**src/rtl/ppu_types_pkg.sv**
```systemverilog
// ppu_types_pkg: shared PPU pixel/shade types and LCD geometry.
// Revision: 1.0 - initial release
`default_nettype none

package ppu_types_pkg;

  localparam int LCD_WIDTH = 160;

  typedef logic [1:0] shade_t;

  typedef struct packed {
    logic       valid;
    logic [1:0] color;
  } pixel_t;

  // BGP holds four 2-bit shades, indexed by the pixel colour number.
  function automatic shade_t map_shade(input logic [7:0] bgp, input logic [1:0] color);
    shade_t s;
    case (color)
      2'd0:    s = bgp[1:0];
      2'd1:    s = bgp[3:2];
      2'd2:    s = bgp[5:4];
      default: s = bgp[7:6];
    endcase
    return s;
  endfunction

endpackage

`default_nettype wire

```
**src/rtl/bg_pixel_shifter_if.sv**
```systemverilog
// bg_pixel_shifter_if: fetcher -> pixel FIFO push bus with FIFO status.
// Revision: 1.0 - initial release
`default_nettype none

interface bg_pixel_shifter_if;
  import ppu_types_pkg::*;

  logic   fifo_write_en;
  pixel_t fifo_write_data;
  logic   fifo_empty;
  logic   fifo_full;
  logic   overflow;

  modport master (
    output fifo_write_en, fifo_write_data,
    input  fifo_empty, fifo_full, overflow
  );

  modport slave (
    input  fifo_write_en, fifo_write_data,
    output fifo_empty, fifo_full, overflow
  );

endinterface

`default_nettype wire

```
**src/rtl/bg_pixel_shifter_fifo.sv**
```systemverilog
// bg_pixel_fifo: DEPTH-entry pixel FIFO with flush and overflow pulse.
// Revision: 1.0 - initial release
`default_nettype none

module bg_pixel_fifo
  import ppu_types_pkg::*;
#(
  parameter int DEPTH = 16
) (
  input  wire logic   clk,
  input  wire logic   reset,
  input  wire logic   flush,
  input  wire logic   wr_en,
  input  wire pixel_t wr_data,
  input  wire logic   rd_en,
  output pixel_t      rd_data,
  output logic        empty,
  output logic        full,
  output logic        overflow
);

  localparam int AW = $clog2(DEPTH);
  localparam logic [AW:0] c_FULL_CNT = (AW + 1)'(DEPTH);

  pixel_t        r_mem [DEPTH];
  logic [AW-1:0] r_wr_ptr;
  logic [AW-1:0] r_rd_ptr;
  logic [AW:0]   r_count;
  logic          r_overflow;
  logic          w_push;
  logic          w_pop;

  assign empty    = (r_count == '0);
  assign full     = (r_count == c_FULL_CNT);
  assign overflow = r_overflow;
  assign rd_data  = r_mem[r_rd_ptr];

  // A push into a full FIFO is accepted only if a pop frees a slot the same cycle.
  assign w_pop  = rd_en && !empty && !flush;
  assign w_push = wr_en && (!full || w_pop) && !flush;

  always_ff @(posedge clk) begin
    if (!reset) begin
      r_wr_ptr   <= '0;
      r_rd_ptr   <= '0;
      r_count    <= '0;
      r_overflow <= 1'b0;
    end else if (flush) begin
      r_wr_ptr   <= '0;
      r_rd_ptr   <= '0;
      r_count    <= '0;
      r_overflow <= 1'b0;
    end else begin
      r_overflow <= wr_en && full && !w_pop;
      if (w_push) r_wr_ptr <= r_wr_ptr + 1'b1;
      if (w_pop)  r_rd_ptr <= r_rd_ptr + 1'b1;
      case ({w_push, w_pop})
        2'b10:   r_count <= r_count + 1'b1;
        2'b01:   r_count <= r_count - 1'b1;
        default: r_count <= r_count;
      endcase
    end
  end

  always_ff @(posedge clk) begin
    if (w_push) r_mem[r_wr_ptr] <= wr_data;
  end

endmodule

`default_nettype wire

```
**src/rtl/bg_pixel_shifter.sv**
```systemverilog
// bg_pixel_shifter: pops BG pixels per mode-3 dot, drops SCX fine-scroll pixels,
// maps colours through BGP and emits one LCD pixel with its X coordinate.
// Revision: 1.0 - initial release
`default_nettype none

module bg_pixel_shifter
  import ppu_types_pkg::*;
#(
  parameter int DEPTH      = 16,
  parameter int LINE_WIDTH = LCD_WIDTH
) (
  input  wire logic         clk,
  input  wire logic         reset,
  input  wire logic         line_start,
  input  wire logic         dot_en,
  input  wire logic [2:0]   scx_fine,
  input  wire logic         bg_enable,
  input  wire logic [7:0]   bgp,
  bg_pixel_shifter_if.slave fifo_if,
  output logic              lcd_valid,
  output shade_t            lcd_shade,
  output logic [7:0]        lcd_x,
  output logic              line_done
);

  localparam logic [7:0] c_LAST_X = 8'(LINE_WIDTH - 1);

  logic       r_active;
  logic [7:0] r_x_cnt;
  logic [2:0] r_discard;
  logic       r_lcd_valid;
  shade_t     r_lcd_shade;
  logic [7:0] r_lcd_x;
  logic       r_line_done;

  pixel_t     w_rd_data;
  logic       w_empty;
  logic       w_full;
  logic       w_overflow;
  logic       w_pop;
  shade_t     w_shade;

  bg_pixel_fifo #(.DEPTH(DEPTH)) u_fifo (
    .clk      (clk),
    .reset    (reset),
    .flush    (line_start),
    .wr_en    (fifo_if.fifo_write_en),
    .wr_data  (fifo_if.fifo_write_data),
    .rd_en    (w_pop),
    .rd_data  (w_rd_data),
    .empty    (w_empty),
    .full     (w_full),
    .overflow (w_overflow)
  );

  assign fifo_if.fifo_empty = w_empty;
  assign fifo_if.fifo_full  = w_full;
  assign fifo_if.overflow   = w_overflow;

  assign w_pop   = dot_en && r_active && !w_empty && !line_start;
  // Pixels flagged invalid still consume a dot and an X position, but show shade 0.
  assign w_shade = (bg_enable && w_rd_data.valid) ? map_shade(bgp, w_rd_data.color) : 2'd0;

  always_ff @(posedge clk) begin
    if (!reset) begin
      r_active    <= 1'b0;
      r_x_cnt     <= '0;
      r_discard   <= '0;
      r_lcd_valid <= 1'b0;
      r_lcd_shade <= '0;
      r_lcd_x     <= '0;
      r_line_done <= 1'b0;
    end else if (line_start) begin
      r_active    <= 1'b1;
      r_x_cnt     <= '0;
      r_discard   <= scx_fine;
      r_lcd_valid <= 1'b0;
      r_line_done <= 1'b0;
    end else begin
      r_lcd_valid <= 1'b0;
      r_line_done <= 1'b0;
      if (w_pop) begin
        if (r_discard != 3'd0) begin
          r_discard <= r_discard - 3'd1;
        end else begin
          r_lcd_valid <= 1'b1;
          r_lcd_shade <= w_shade;
          r_lcd_x     <= r_x_cnt;
          r_x_cnt     <= r_x_cnt + 8'd1;
          if (r_x_cnt == c_LAST_X) begin
            r_active    <= 1'b0;
            r_line_done <= 1'b1;
          end
        end
      end
    end
  end

  assign lcd_valid = r_lcd_valid;
  assign lcd_shade = r_lcd_shade;
  assign lcd_x     = r_lcd_x;
  assign line_done = r_line_done;

endmodule

`default_nettype wire

```
**src/flat_wrapper.sv**
```systemverilog
// flat-port wrapper written by rule: the top's interface ports become plain ports
module bg_pixel_shifter_flat import ppu_types_pkg::*;
#(
  parameter int DEPTH      = 16,
  parameter int LINE_WIDTH = LCD_WIDTH
)
  (clk, reset, line_start, dot_en, scx_fine, bg_enable, bgp, lcd_valid, lcd_shade, lcd_x, line_done, fifo_if_fifo_write_en, fifo_if_fifo_write_data, fifo_if_fifo_empty, fifo_if_fifo_full, fifo_if_overflow);
  bg_pixel_shifter_if fifo_if_i ();
  input  wire logic clk;
  input  wire logic reset;
  input  wire logic line_start;
  input  wire logic dot_en;
  input  wire logic [2:0] scx_fine;
  input  wire logic bg_enable;
  input  wire logic [7:0] bgp;
  output logic lcd_valid;
  output shade_t lcd_shade;
  output logic [7:0] lcd_x;
  output logic line_done;
  input wire logic [$bits(fifo_if_i.fifo_write_en)-1:0] fifo_if_fifo_write_en;
  input wire logic [$bits(fifo_if_i.fifo_write_data)-1:0] fifo_if_fifo_write_data;
  output wire logic [$bits(fifo_if_i.fifo_empty)-1:0] fifo_if_fifo_empty;
  output wire logic [$bits(fifo_if_i.fifo_full)-1:0] fifo_if_fifo_full;
  output wire logic [$bits(fifo_if_i.overflow)-1:0] fifo_if_overflow;
  assign fifo_if_i.fifo_write_en = fifo_if_fifo_write_en;
  assign fifo_if_i.fifo_write_data = fifo_if_fifo_write_data;
  assign fifo_if_fifo_empty = fifo_if_i.fifo_empty;
  assign fifo_if_fifo_full = fifo_if_i.fifo_full;
  assign fifo_if_overflow = fifo_if_i.overflow;
  bg_pixel_shifter #(.DEPTH(DEPTH), .LINE_WIDTH(LINE_WIDTH)) u_core (.clk(clk), .reset(reset), .line_start(line_start), .dot_en(dot_en), .scx_fine(scx_fine), .bg_enable(bg_enable), .bgp(bgp), .fifo_if(fifo_if_i), .lcd_valid(lcd_valid), .lcd_shade(lcd_shade), .lcd_x(lcd_x), .line_done(line_done));
endmodule
```
**config.mk**
```make
export PLATFORM = sky130hd
export DESIGN_NAME = bg_pixel_shifter_flat
export DESIGN_NICKNAME = d
export VERILOG_FILES = /design/src/rtl/ppu_types_pkg.sv /design/src/rtl/bg_pixel_shifter_if.sv /design/src/rtl/bg_pixel_shifter_fifo.sv /design/src/rtl/bg_pixel_shifter.sv /design/src/flat_wrapper.sv
export SDC_FILE = /design/constraint.sdc
export NUM_CORES = 1
export LEC_CHECK = 0
export CORE_ASPECT_RATIO = 0.6
export CORE_MARGIN = 4
export CORE_UTILIZATION = 57
export DETAILED_ROUTE_END_ITERATION = 6
export PLACE_DENSITY_LB_ADDON = 0.1
export SYNTH_ARGS = -nofsm -noshare
export SYNTH_HDL_FRONTEND = slang
export SYNTH_SLANG_ARGS = --single-unit
```
**constraint.sdc**
```tcl
create_clock -name clk -period 9.58 [get_ports clk]
set_clock_uncertainty 0.2 [all_clocks]
set_input_delay 1.437 -clock clk [delete_from_list [all_inputs] [get_ports clk]]
set_output_delay 1.437 -clock clk [all_outputs]
set_load 0.005 [all_outputs]
```
==> results of run 1 <==
[cells by family after synthesis]
group,share of synthesized area (%)
flip-flops,58.3
adder cells (fa/ha/maj),3.51
AND/OR/NAND/NOR,13.2
XOR/XNOR,4.25
AO/OA/AOI/OAI,7.28
multiplexers,10.3
buffers and inverters,3.23
[per-stage QoR]
stage	hold slack [ps]	cells	power, W	utilization [%]	worst slack [ps]
2_1_floorplan	257	323	0.000434	-	5490
3_3_place_gp	253	429	0.000450	64.2	4810
3_5_place_dp	258	429	0.000451	64.2	4700
4_1_cts	268	445	0.000784	68.5	5040
5_1_grt	286	445	0.000804	68.5	4730
6_report	264	445	0.000777	68.5	4990
[synth_stat cells, types with 3 or more instances]
cell       n
ha_1      11
inv_1     12
mux4_1     3
xnor2_1    6
mux2i_1   13
o21ai_0    8
xor2_1    13
a21boi_0   8
buf_2      5
a21oi_1    7
nor3_1     6
nand2_1   34
nand2b_1   4
nor2_1    44
and2_1     4
nand4_1    5
dfxtp_1   42
clkbuf_1   7
mux4_2     8
nand3_1    4
a211oi_1   4
edfxtp_1  48
[sequential cells by signal, summed over array words and instances, names as in the netlist, named ones only]
| register | cells |
|---|---|
| u_core.lcd_shade | 2 |
| u_core.lcd_valid | 1 |
| u_core.lcd_x | 8 |
| u_core.line_done | 1 |
| u_core.r_active | 1 |
| u_core.r_discard | 3 |
| u_core.r_x_cnt | 8 |
| u_core.u_fifo.overflow | 1 |
| u_core.u_fifo.r_count | 5 |
| u_core.u_fifo.r_mem | 48 |
| u_core.u_fifo.r_rd_ptr | 4 |
| u_core.u_fifo.r_wr_ptr | 4 |
[placed cells by master, fill, tap and decap left out, types with 3 or more instances in the layout]
cell / synthesis / final
xor2_1: 13 / 13
nand3_1: 4 / 4
and2_1: 4 / 4
nand2b_1: 4 / 4
nor2_1: 44 / 44
clkdlybuf4s50_1: 0 / 34
nand2_1: 34 / 34
ha_1: 11 / 11
nand4_1: 5 / 5
mux4_1: 3 / 3
xnor2_1: 6 / 6
nor3_1: 6 / 6
clkbuf_16: 0 / 10
a21oi_1: 7 / 7
o21ai_0: 8 / 8
a21boi_0: 8 / 8
mux4_2: 8 / 8
inv_1: 12 / 13
dfxtp_1: 42 / 42
edfxtp_1: 48 / 48
a211oi_1: 4 / 4
mux2i_1: 13 / 13
[critical path, delay by kind of cell]
kind,cells,cell delay (ps)
AOI/OAI and AO/OA,7,1690
adders and majority gates,2,540
buffers and inverters,2,790
xor gates and xnor gates,1,190
[path summary, 6_finish.rpt]
kind                                                from                  endpoint
worst max-delay path                          line_start  u_core.u_fifo.r_count[4]
worst min-delay path                     u_core.lcd_x[5]           u_core.lcd_x[5]
worst max register to register  u_core.u_fifo.r_count[1]  u_core.u_fifo.r_count[4]
worst min register to register           u_core.lcd_x[5]           u_core.lcd_x[5]
[power by group]
group / leakage, nW / total, W / internal (W) / switching [W]
clock: 0.149 / 0.000335 / 0.000191 / 0.000144
combinational: 0.659 / 0.0000324 / 0.0000149 / 0.0000175
sequential: 0.772 / 0.000410 / 0.000408 / 0.00000172
total: 1.58 / 0.000777 / 0.000614 / 0.000163
[per-layer routing]
| metal | wire, um | vias to the layer above | GRT usage (%) |
|---|---|---|---|
| met2 | 3150 | 81 | 27.6 |
| met3 | 593 | 2 | 4.75 |
| met4 | 8 | 0 | 5.86 |
| met1 | 3960 | 1165 | 31.3 |
| li1 | - | 1212 | - |
| met5 | 0 | - | 0 |
[final cells by class]
class	instances	area (um2)
clock buffer	10	250
clock inverter	6	37.5
fill	497	2100
inverter	12	45.0
multi-input combinational	206	1510
sequential	90	2280
tap	87	109
timing repair buffer	34	340
==> metrics, run 1 <==
status=finished clean; count of input and output buffers=34; area share of the largest cell type after synthesis=between 30% and 40%; hpwl dp=~5.4 mm; worst skew pair latency=330 ps; Syn Inst Count=323; row count=23; CTS clock-pin slew for the worst setup and hold paths=about 60 ps; CTS tree=yes; post-route cell area=4570 um2; Async SR Flop Fraction=0%; Die Ht=72.2 um; Slew Limit Fails=0; Pleak=about 1.6 nW; Tmin final=4590 ps; Mapped Area=between 3000 and 4000 um2; DR DRC count=0; first-pass GRT wire length=around 12 mm; Antenna Nets Post-Route=0; cts repair resizes=0; R2R Setup Slk=6200 ps; crit-path max cell delay=710 ps; CP endpoint kind=flop; area leader, netlist=edfxtp_1; CTS Buffer Depth=2; routed len/inst=17.3 um; Max VDD drop=0.0900 mV; MaxCap Viol Count=0; Starting Density=between 50% and 60%; RSZ-0062 raised after global routing=no; pin count of the biggest net entering global routing=27; synthesized area per cell=around 12 um2; placed inst area=between 4000 and 5000 um2; initial antenna violation count=0; vias=2460; Hold Path Depth=2; Final setup viols=0; Worst setup SP type=input pin; Post-Syn Nets=354; Required @ worst endpoint=9660 ps; Die Area=8300 um2; RePlAce Congestion=0.815; Fin. Hold Viols=0; Total GRT Usage=20.0%; worst slew pin tran=approximately 1000 ps; drt initial violations=217; vias in the first global route=2417; reg2reg path depth=12; Post-synth top flop=edfxtp_1; GRT overflow=0; flops & latches, synth=90; Netlist cell types=44; Routed WL=7.71 mm; Slew HR=31.6%; n_diodes=0; Post-synth EDFFs=48; CP most frequent cell=ha_1; Critical Path AT=4670 ps; critical-path maximum fanout=13; DIE WIDTH=between 100 and 150 um; H-tree Lvls=3; Fmax=218 MHz; Core ar.=6680 um2; DR vias/cell=approximately 5.5; Period Utilization, post-route=a little under half; # IOs=35; top cells by area, synth=edfxtp_1 37%, dfxtp_1 21%, mux4_2 4.6%, nor2_1 4.2%, ha_1 3.5%; area grow syn2layout=16.7%; Post-CTS Setup Repair Bufs=0; kind of critical path=input pin to flop; register area share after synthesis=approximately 60%; Pre-antenna DRT Iters=4; Final #Nets=384; Worst Hold Class=flop to flop; root buffer cell=clkbuf_16; warnings from Yosys=0; TritonCTS buffer count=9; Worst path slowest cell=a311oi_1; final setup TNS=0 ps; CTS hold repair buffers=0; share of cells above drive strength 1=7.82%; critical path, cell by cell=clkdlybuf4s50_1 > a311oi_1 > inv_1 > ha_1 > xor2_1 > ha_1 > a21oi_1 > o21bai_1 > a22oi_1 > o21ai_0 > a211oi_1 > a31o_2; clock sinks=90; PwrDens=170 nW/um2
No activity file was read; power rests on OpenSTA's default activity.
==> run 2: changes to the inputs <==
--- a/config.mk
+++ b/config.mk
@@ -7,7 +7,7 @@
 export LEC_CHECK = 0
 export CORE_ASPECT_RATIO = 0.6
 export CORE_MARGIN = 4
-export CORE_UTILIZATION = 57
+export CORE_UTILIZATION = 51
 export DETAILED_ROUTE_END_ITERATION = 6
 export PLACE_DENSITY_LB_ADDON = 0.1
 export SYNTH_ARGS = -nofsm -noshare
==> constraint.sdc (replaced) <==
create_clock -name clk -period 4.05 [get_ports clk]
set_clock_uncertainty 0.2 [all_clocks]
set_input_delay 0.6075 -clock clk [delete_from_list [all_inputs] [get_ports clk]]
set_output_delay 0.6075 -clock clk [all_outputs]
set_load 0.005 [all_outputs]
==> run 2 against run 1 <==
  * Clock power increased by 140%
  * Critical path depth increased by 1
  * Die area increased by 11%
  * Utilization decreased by 5.3 points
  * Sequential power increased by 140%
  * Combinational power increased by 140%
  * Global-route usage decreased by 1.9 points
  * Worst hold slack got worse by 5.4 ps
  * First-iteration DRC count decreased by 14%
  * Largest power group unchanged
==> metrics, run 2 (synthesized netlist as in run 1, its figures left out) <==
Max VDD drop=0.355 mV; Starting Density=53.2%; MaxCap Viol Count=0; Total GRT Usage=18.0%; CTS Buffer Depth=2; Fmax=299 MHz; Routed WL=7.62 mm; commonest non-fill, non-tap cell in the layout=edfxtp_1; Hold Path Depth=2; max reg flops=48; Fin. Hold Viols=0; Worst Hold Class=flop to flop; TritonCTS buffer count=9; H-tree Lvls=3; status=finished clean; Post-CTS Setup Repair Bufs=0; # IOs=35; row count=24; area grow syn2layout=18.6%; Total Power=0.00186 W; Required @ worst endpoint=4130 ps; most frequent cells in the layout=48 x edfxtp_1, 44 x nor2_1, 42 x dfxtp_1; reg2reg path depth=12; share of cells above drive strength 1=9.34%; largest register by flop count=u_core.u_fifo.r_mem; R2R Setup Slk=920 ps; critical-path maximum fanout=9; r2r endpoint=u_core.u_fifo.r_count[4]; hpwl dp=5.42 mm; Final #Nets=between 300 and 400; RSZ-0062 raised after global routing=no; Slew HR=58.9%; Post-Place Cells=452; Crit Reg-Reg Startpoint=u_core.u_fifo.r_count[0]; worst slew pin tran=612 ps; Die Area=about 9200 um2; Final setup viols=0; Tmin final=3340 ps; CTS tree=yes; initial antenna violation count=0; root buffer cell=clkbuf_16; Pleak=1.61 nW; worst skew pair latency=340 ps; CTS hold repair buffers=0; Die Ht=between 70 and 80 um; count of input and output buffers=34; Antenna Nets Post-Route=0; vias=2444; Period Utilization, post-route=between 80% and 90%; Pre-antenna DRT Iters=4; filler cell count=581; CTS clock-pin slew for the worst setup and hold paths=60 ps; clock sinks=90; final setup TNS=0 ps; Slew Limit Fails=0; Layout Utilization=63.1%; GRT overflow=0; DIE WIDTH=approximately 120 um; CP endpoint kind=flop; DR DRC count=0; Core ar.=~7400 um2; first-pass GRT wire length=12.2 mm; final cell count without fillers=468; PwrDens=401 nW/um2; DR vias/cell=around 5.2; RePlAce Congestion=approximately 0.8; routed len/inst=16.3 um; vias in the first global route=between 2000 and 2500; cts repair resizes=0; pin count of the biggest net entering global routing=26; Worst Hold Path EP=u_core.lcd_x[4]; drt initial violations=186; Critical Path AT=3430 ps; n_diodes=0; Worst setup SP type=input pin; Hold Path Origin=u_core.lcd_x[4]; kind of critical path=input pin to flop
[run 2: worst max-delay path by stage]
stage                     startpoint                        to
final                         dot_en  u_core.u_fifo.r_count[4]
after global routing          dot_en  u_core.u_fifo.r_count[4]
after CTS                     dot_en  u_core.u_fifo.r_count[4]
after detailed placement      dot_en  u_core.u_fifo.r_count[4]
after global placement        dot_en  u_core.u_fifo.r_count[4]
after floorplan           line_start  u_core.u_fifo.r_count[4]
[run 2: worst max-delay path, stage by stage]
cell,delay (ps)
clkdlybuf4s50_1,500
nand2_1,130
a311oi_1,370
inv_1,120
ha_1,330
xor2_1,180
ha_1,190
a21oi_1,240
o21bai_1,100
a22oi_1,130
o21ai_0,120
a211oi_1,250
a31o_2,130
[run 2: area by class of cell]
class                      instances  area [um2]  area share [%]
clock buffer                      10         239            5.14
tap                              104         130            2.80
clock inverter                     6        56.3            1.21
sequential                        90        2280            49.1
timing repair buffer              40         385            8.30
inverter                          12        45.0           0.970
multi-input combinational        206        1510            32.5
[run 2: metrics by stage]
step | hold WS (ps) | setup slack [ps] | area (um2)
6_report | 259 | 709 | 4650
5_1_grt | 284 | 511 | 4650
4_1_cts | 264 | 733 | 4650
3_5_place_dp | 256 | 439 | 4350
3_3_place_gp | 249 | 507 | 4350
2_1_floorplan | 257 | 793 | 3920
[run 2: power by group]
part | switching, W | internal (W) | total (W)
registers | 0.00000402 | 0.000966 | 0.000970
clock network | 0.000324 | 0.000489 | 0.000813
logic | 0.0000412 | 0.0000378 | 0.0000791
total | 0.000369 | 0.00149 | 0.00186
[run 2: metal layers]
metal  GRT usage (%)  routed length, um  part of all wire (%)  vias to the layer above
met2            22.4               2830                    37                       53
li1                -                  -                     -                     1226
met3            6.82                577                   7.6                        9
met5               0                  0                     0                        -
met1            28.0               4110                    54                     1156
met4            6.34                100                   1.3                        0
